`src/rtl/fp32_addsub_seq_pkg.sv`:
```
// Shared FP32 field layout, special constants and sequencer state encoding
// for the multi-cycle add/subtract unit.
package fp32_addsub_seq_pkg;
  localparam int          SIGN_BIT = 31;
  localparam int          EXP_MSB  = 30;
  localparam int          EXP_LSB  = 23;
  localparam int          FRAC_MSB = 22;
  localparam logic [31:0] QNAN     = 32'h7FC0_0000;
  localparam logic [7:0]  INF_EXP  = 8'hFF;
  localparam int          EXP_BIAS = 127;

  typedef enum logic [2:0] {
    S_IDLE  = 3'd0,
    S_EXP   = 3'd1,
    S_ALIGN = 3'd2,
    S_ADD   = 3'd3,
    S_NORM  = 3'd4,
    S_DONE  = 3'd5
  } state_e;
endpackage

```
`src/rtl/fp32_addsub_seq_prims.sv`:
```
// Shared ripple add/subtract cells: s = a + (b ^ {cin}) + cin.
module Adder_Subtractor8 (
  input  logic [7:0] a_i,
  input  logic [7:0] b_i,
  input  logic       cin_i,
  output logic [7:0] s_o
);
  assign s_o = a_i + (b_i ^ {8{cin_i}}) + {7'd0, cin_i};
endmodule

module Adder_Subtractor25 (
  input  logic [24:0] a_i,
  input  logic [24:0] b_i,
  input  logic        cin_i,
  output logic [24:0] s_o
);
  assign s_o = a_i + (b_i ^ {25{cin_i}}) + {24'd0, cin_i};
endmodule

```
`src/rtl/fp32_addsub_seq_special.sv`:
```
// Combinational NaN/inf/zero classification of the operand pair (b already
// carries its effective sign) and the short-circuit result for those cases.
module fp32_special_detect
  import fp32_addsub_seq_pkg::*;
(
  input  logic [31:0] a_i,
  input  logic [31:0] b_i,
  output logic        special_o,
  output logic [31:0] res_o
);
  logic a_nan, b_nan, a_inf, b_inf, a_zero, b_zero;

  assign a_nan  = (a_i[EXP_MSB:EXP_LSB] == INF_EXP) &&  (|a_i[FRAC_MSB:0]);
  assign b_nan  = (b_i[EXP_MSB:EXP_LSB] == INF_EXP) &&  (|b_i[FRAC_MSB:0]);
  assign a_inf  = (a_i[EXP_MSB:EXP_LSB] == INF_EXP) && !(|a_i[FRAC_MSB:0]);
  assign b_inf  = (b_i[EXP_MSB:EXP_LSB] == INF_EXP) && !(|b_i[FRAC_MSB:0]);
  // Denormals collapse to zero here, so they never reach the datapath.
  assign a_zero = (a_i[EXP_MSB:EXP_LSB] == 8'd0);
  assign b_zero = (b_i[EXP_MSB:EXP_LSB] == 8'd0);

  always_comb begin
    special_o = 1'b1;
    res_o     = '0;
    if (a_nan || b_nan || (a_inf && b_inf && (a_i[SIGN_BIT] != b_i[SIGN_BIT])))
      res_o = QNAN;
    else if (a_inf)             res_o = a_i;
    else if (b_inf)             res_o = b_i;
    else if (a_zero && b_zero)  res_o = {a_i[SIGN_BIT] & b_i[SIGN_BIT], 31'd0};
    else if (a_zero)            res_o = b_i;
    else if (b_zero)            res_o = a_i;
    else                        special_o = 1'b0;
  end
endmodule

```
`src/rtl/fp32_addsub_seq.sv`:
```
// Multi-cycle FP32 add/subtract: one shared 8-bit exponent adder and one
// 25-bit mantissa adder sequenced through order/align/add/normalise steps.
module fp32_addsub_seq
  import fp32_addsub_seq_pkg::*;
#(
  parameter int EXP_W = 8,
  parameter int MAN_W = 23
) (
  input  logic        clk,
  input  logic        rst_n,
  input  logic        in_valid,
  output logic        in_ready,
  input  logic [31:0] a,
  input  logic [31:0] b,
  input  logic        sub,
  output logic        out_valid,
  input  logic        out_ready,
  output logic [31:0] result,
  output logic        busy
);
  localparam int M_W = MAN_W + 2;

  state_e             state_q, state_d;
  logic [31:0]        a_q, a_d, b_q, b_d, res_q, res_d;
  logic [EXP_W-1:0]   er_q, er_d, diff_q, diff_d;
  logic               sign_q, sign_d, eff_sub_q, eff_sub_d;
  logic [M_W-1:0]     ml_q, ml_d, ms_q, ms_d;

  logic [31:0]        b_eff, spec_res, l_op, s_op;
  logic               spec, a_is_l;
  logic [EXP_W-1:0]   ex_a, ex_b, ex_s;
  logic               ex_sub;
  logic [M_W-1:0]     sum;

  assign b_eff = {b[SIGN_BIT] ^ sub, b[30:0]};

  fp32_special_detect u_spec (.a_i(a), .b_i(b_eff), .special_o(spec), .res_o(spec_res));

  // Ties keep A as the larger operand.
  assign a_is_l = (a_q[30:0] >= b_q[30:0]);
  assign l_op   = a_is_l ? a_q : b_q;
  assign s_op   = a_is_l ? b_q : a_q;

  // Exponent cell: eL-eS in EXP, er+1 in ADD, er-1 in NORM.
  always_comb begin
    ex_a   = er_q;
    ex_b   = 8'd1;
    ex_sub = 1'b1;
    if (state_q == S_EXP) begin
      ex_a = l_op[EXP_MSB:EXP_LSB];
      ex_b = s_op[EXP_MSB:EXP_LSB];
    end else if (state_q == S_ADD) begin
      ex_sub = 1'b0;
    end
  end

  Adder_Subtractor8  u_exp (.a_i(ex_a), .b_i(ex_b), .cin_i(ex_sub),    .s_o(ex_s));
  Adder_Subtractor25 u_man (.a_i(ml_q), .b_i(ms_q), .cin_i(eff_sub_q), .s_o(sum));

  always_comb begin
    state_d   = state_q;
    a_d       = a_q;
    b_d       = b_q;
    res_d     = res_q;
    er_d      = er_q;
    diff_d    = diff_q;
    sign_d    = sign_q;
    eff_sub_d = eff_sub_q;
    ml_d      = ml_q;
    ms_d      = ms_q;
    case (state_q)
      S_IDLE: if (in_valid) begin
        a_d = a;
        b_d = b_eff;
        if (spec) begin
          res_d   = spec_res;
          state_d = S_DONE;
        end else begin
          state_d = S_EXP;
        end
      end
      S_EXP: begin
        er_d      = l_op[EXP_MSB:EXP_LSB];
        diff_d    = ex_s;
        sign_d    = l_op[SIGN_BIT];
        eff_sub_d = a_q[SIGN_BIT] ^ b_q[SIGN_BIT];
        ml_d      = {2'b01, l_op[FRAC_MSB:0]};
        ms_d      = {2'b01, s_op[FRAC_MSB:0]};
        state_d   = S_ALIGN;
      end
      S_ALIGN: begin
        ms_d    = (diff_q >= EXP_W'(M_W)) ? '0 : (ms_q >> diff_q);
        state_d = S_ADD;
      end
      S_ADD: begin
        if (sum == '0) begin
          res_d   = '0;
          state_d = S_DONE;
        end else if (sum[M_W-1]) begin
          ml_d = sum >> 1;
          er_d = ex_s;
          if (ex_s == INF_EXP) begin
            res_d   = {sign_q, INF_EXP, {MAN_W{1'b0}}};
            state_d = S_DONE;
          end else begin
            state_d = S_NORM;
          end
        end else begin
          ml_d    = sum;
          state_d = S_NORM;
        end
      end
      S_NORM: begin
        if (ml_q[MAN_W]) begin
          res_d   = {sign_q, er_q, ml_q[FRAC_MSB:0]};
          state_d = S_DONE;
        end else if (er_q == 8'd1) begin
          res_d   = {sign_q, 31'd0};
          state_d = S_DONE;
        end else begin
          ml_d = ml_q << 1;
          er_d = ex_s;
        end
      end
      S_DONE:  if (out_ready) state_d = S_IDLE;
      default: state_d = S_IDLE;
    endcase
  end

  always_ff @(posedge clk or negedge rst_n) begin
    if (!rst_n) begin
      state_q   <= S_IDLE;
      a_q       <= '0;
      b_q       <= '0;
      res_q     <= '0;
      er_q      <= '0;
      diff_q    <= '0;
      sign_q    <= 1'b0;
      eff_sub_q <= 1'b0;
      ml_q      <= '0;
      ms_q      <= '0;
    end else begin
      state_q   <= state_d;
      a_q       <= a_d;
      b_q       <= b_d;
      res_q     <= res_d;
      er_q      <= er_d;
      diff_q    <= diff_d;
      sign_q    <= sign_d;
      eff_sub_q <= eff_sub_d;
      ml_q      <= ml_d;
      ms_q      <= ms_d;
    end
  end

  assign in_ready  = (state_q == S_IDLE);
  assign out_valid = (state_q == S_DONE);
  assign busy      = (state_q != S_IDLE);
  assign result    = res_q;
endmodule

```
`config.mk`:
```
export PLATFORM = sky130hd
export DESIGN_NAME = fp32_addsub_seq
export DESIGN_NICKNAME = d
export VERILOG_FILES = /design/src/rtl/fp32_addsub_seq_pkg.sv /design/src/rtl/fp32_addsub_seq_prims.sv /design/src/rtl/fp32_addsub_seq_special.sv /design/src/rtl/fp32_addsub_seq.sv
export SDC_FILE = /design/constraint.sdc
export NUM_CORES = 1
export LEC_CHECK = 0
export CAP_MARGIN = 25
export CELL_PAD_IN_SITES_DETAIL_PLACEMENT = 1
export CELL_PAD_IN_SITES_GLOBAL_PLACEMENT = 1
export CORE_UTILIZATION = 31
export DETAILED_ROUTE_END_ITERATION = 10
export MAX_ROUTING_LAYER = met4
export PLACE_DENSITY_LB_ADDON = 0.1
export SKIP_CTS_REPAIR_TIMING = 1
export SYNTH_ARGS = -nofsm -noshare
export SYNTH_HDL_FRONTEND = slang
export SYNTH_HIERARCHICAL = 1
export SYNTH_SLANG_ARGS = --single-unit
export TNS_END_PERCENT = 10
```
`constraint.sdc`:
```
create_clock -name clk -period 5.3 [get_ports clk]
set_input_delay 1.325 -clock clk [delete_from_list [all_inputs] [get_ports clk]]
set_output_delay 1.325 -clock clk [all_outputs]
set_load 0.05 [all_outputs]
```
==> impl_metrics.ini <==
[outcome]
status = finished, final reports clean

[die]
die-area_mm2 = 0.0423
die_w_um = 206
core_mm2 = 0.0408
rows = 74
die_y_um = 206
io_pins = 104
start_util_pct = 31.5

[timing]
worst_hold_slack_ps = 500
period_share_pct = 95.2
maxSlewViolCount = 0
setup_viol = 0
period_needed_ps = 5040
clock_skew_ps = 13.1
tns_ps = 0
tightestPinTransition_ps = 976
relSlewSlack_pct = 34.9
max_freq_ghz = 0.198
timing.final.hold_violations = 0

[synthesis]
ys_types = 87
synth_seq_cells = 166
ys_seq_area_share_pct = 32.3
avgSynthCellArea_um2 = 8.72
synthArstFlopShare_pct = 100
synth_fp_nets = 1606
yosys_warnings = 6
synth_cells = 1473
synthFlopType = dfrtp_1
yosysMostFrequentCell = nand2_1
syn-cell-area_mm2 = 0.0128
netlist.area_leader.share_pct = 32.3
synthTopCellsByCount = nand2_1 (188), dfrtp_1 (166), nor2_1 (117)
synth.area.top_cells = dfrtp_1 (32%), mux2i_1 (7.2%), ha_1 (6.0%)
yosys.area.top_type = dfrtp_1
synth_enable_flop_cells = 0

[detailed_routing]
antenna_left = 0
wl_per_cell_um = 25.2
vias = 12100
drt-initial-drc-count = 677
first_pass_iters = 5
drc = 0
post_drt_via_cell_ratio = 5.74
wirelength_um = 53400

[final_layout]
syn_to_final_growth_pct = 21.2
stdcell_area_mm2 = 0.0156
drive_above_1_share_pct = 14.8
diodes = 0
nNetsFinal = 1703

[global_routing]
grt_pass1_vias = 12500
overflow = 0
grt_max_degree = 65
antenna_found_initial = 0
grt_pass1_wl_um = 80300
grtUsageTotal_pct = 26.5

[placed_design]
portBuffers = 103
place_area_mm2 = 0.0147
place_congestion = 0.882
hpwl_um = 41000

[setup_path]
worstPathMaxFanout = 15
start_kind = flip-flop
end_kind = flip-flop
crit_type = flip-flop to flip-flop
required_ps = 5650
worstPathArrival_ps = 5390

[clock_network]
cts_tree = yes
htree_levels = 4
clock-sinks = 166
numCtsBuffers = 17
cts.path.max_buffers = 2
root_buffer = clkbuf_16
worstSkewPairLatency_ps = 460
clk_pin_slew_ps = 70

[worst_hold_path]
holdCritPathClass = flip-flop to flip-flop

[flow_run]
maxCapViolCount = 0
[kinds of logic (layout without fill, tap and decap cells)]
| family | Yosys count | after routing | share of synthesized area (%) |
|---|---|---|---|
| buffers and inverters | 153 | 263 | 5.40 |
| xor gates and xnor gates | 62 | 62 | 4.23 |
| and+or+nand+nor | 455 | 455 | 16.2 |
| adders and majority gates | 64 | 64 | 6.35 |
| other | 1 | 1 | 0.0292 |
| AOI/OAI and AO/OA | 423 | 423 | 22.3 |
| DFF | 166 | 166 | 32.3 |
| muxes | 149 | 149 | 13.2 |
[final timing paths]
kind | start | to | slack (ps) | cells past startpoint
worst max-delay path | a_q[2] | result[15] | 260 | 24
worst min-delay path | diff_q[7] | diff_q[7] | 500 | 2
worst max register to register | a_q[2] | result[15] | 260 | 24
worst min register to register | diff_q[7] | diff_q[7] | 500 | 2
max in group asynchronous | rst_n | ml_q[7] | 3250 | 2
min in group asynchronous | rst_n | result[4] | 850 | 1
[sequential cells by signal (all words and copies together) (netlist names), 3 cells and up]
name     count
a_q         32
b_q         32
diff_q       8
er_q         8
ml_q        24
ms_q        25
result      32
state_q      3
[per-stage QoR]
step                      utilization [%]  instances  setup slack (ps)
after floorplan                         -       1473               515
after detailed placement             35.9       2075              77.8
after CTS                            37.3       2107              39.0
final                                38.1       2115               257
after global placement               35.9       2075               106
after global routing                 38.1       2115             -8.67
[layout make-up]
type / instances / area, um2
clock buffer: 23 / 468
clock inverter: 9 / 118
fill: 4737 / 25300
inverter: 52 / 195
multi-input combinational: 1154 / 8270
sequential: 166 / 4150
tap: 532 / 666
timing repair buffer: 179 / 1700
[cells in the final DEF, fill, tap and decap left out, drive strengths merged, types with 28 or more instances in the layout]
master and instances:
inv 54, ha 62, nor2 118, a221oi 36
xor2 40, nand4 37, clkdlybuf4s50 102, a21oi 98
mux2i 94, nand3 28, mux2 44, buf 76
o21ai 128, o211ai 30, nand2 188, dfrtp 166
[worst max-delay path, stage by stage, from the launching register on]
cell	delay (ps)
dfrtp_1	430
ha_1	330
a21o_1	160
a31oi_1	170
o21ai_1	130
a311o_2	460
o21ai_4	190
buf_4	140
buf_6	80
mux2i_1	170
nor2_1	70
xor2_1	170
ha_1	340
and4_1	200
a211o_2	370
a211oi_2	180
xnor2_1	170
nand4_1	120
nor2_1	130
a41o_1	210
a22oi_2	80
buf_12	180
buf_8	170
a221oi_2	200
nor2_1	70
[routing by layer]
layer  vias up  GRT usage [%]  routed length, um
li1       5621              -                  -
met1      6200           35.4              25400
met2       260           41.3              25000
met3        57           3.93               1950
met4         0           7.59               1050
met5         -              -                  0
Power is not shown: default switching activity piles up to over one toggle a cycle in this logic, so the estimate is an artifact.
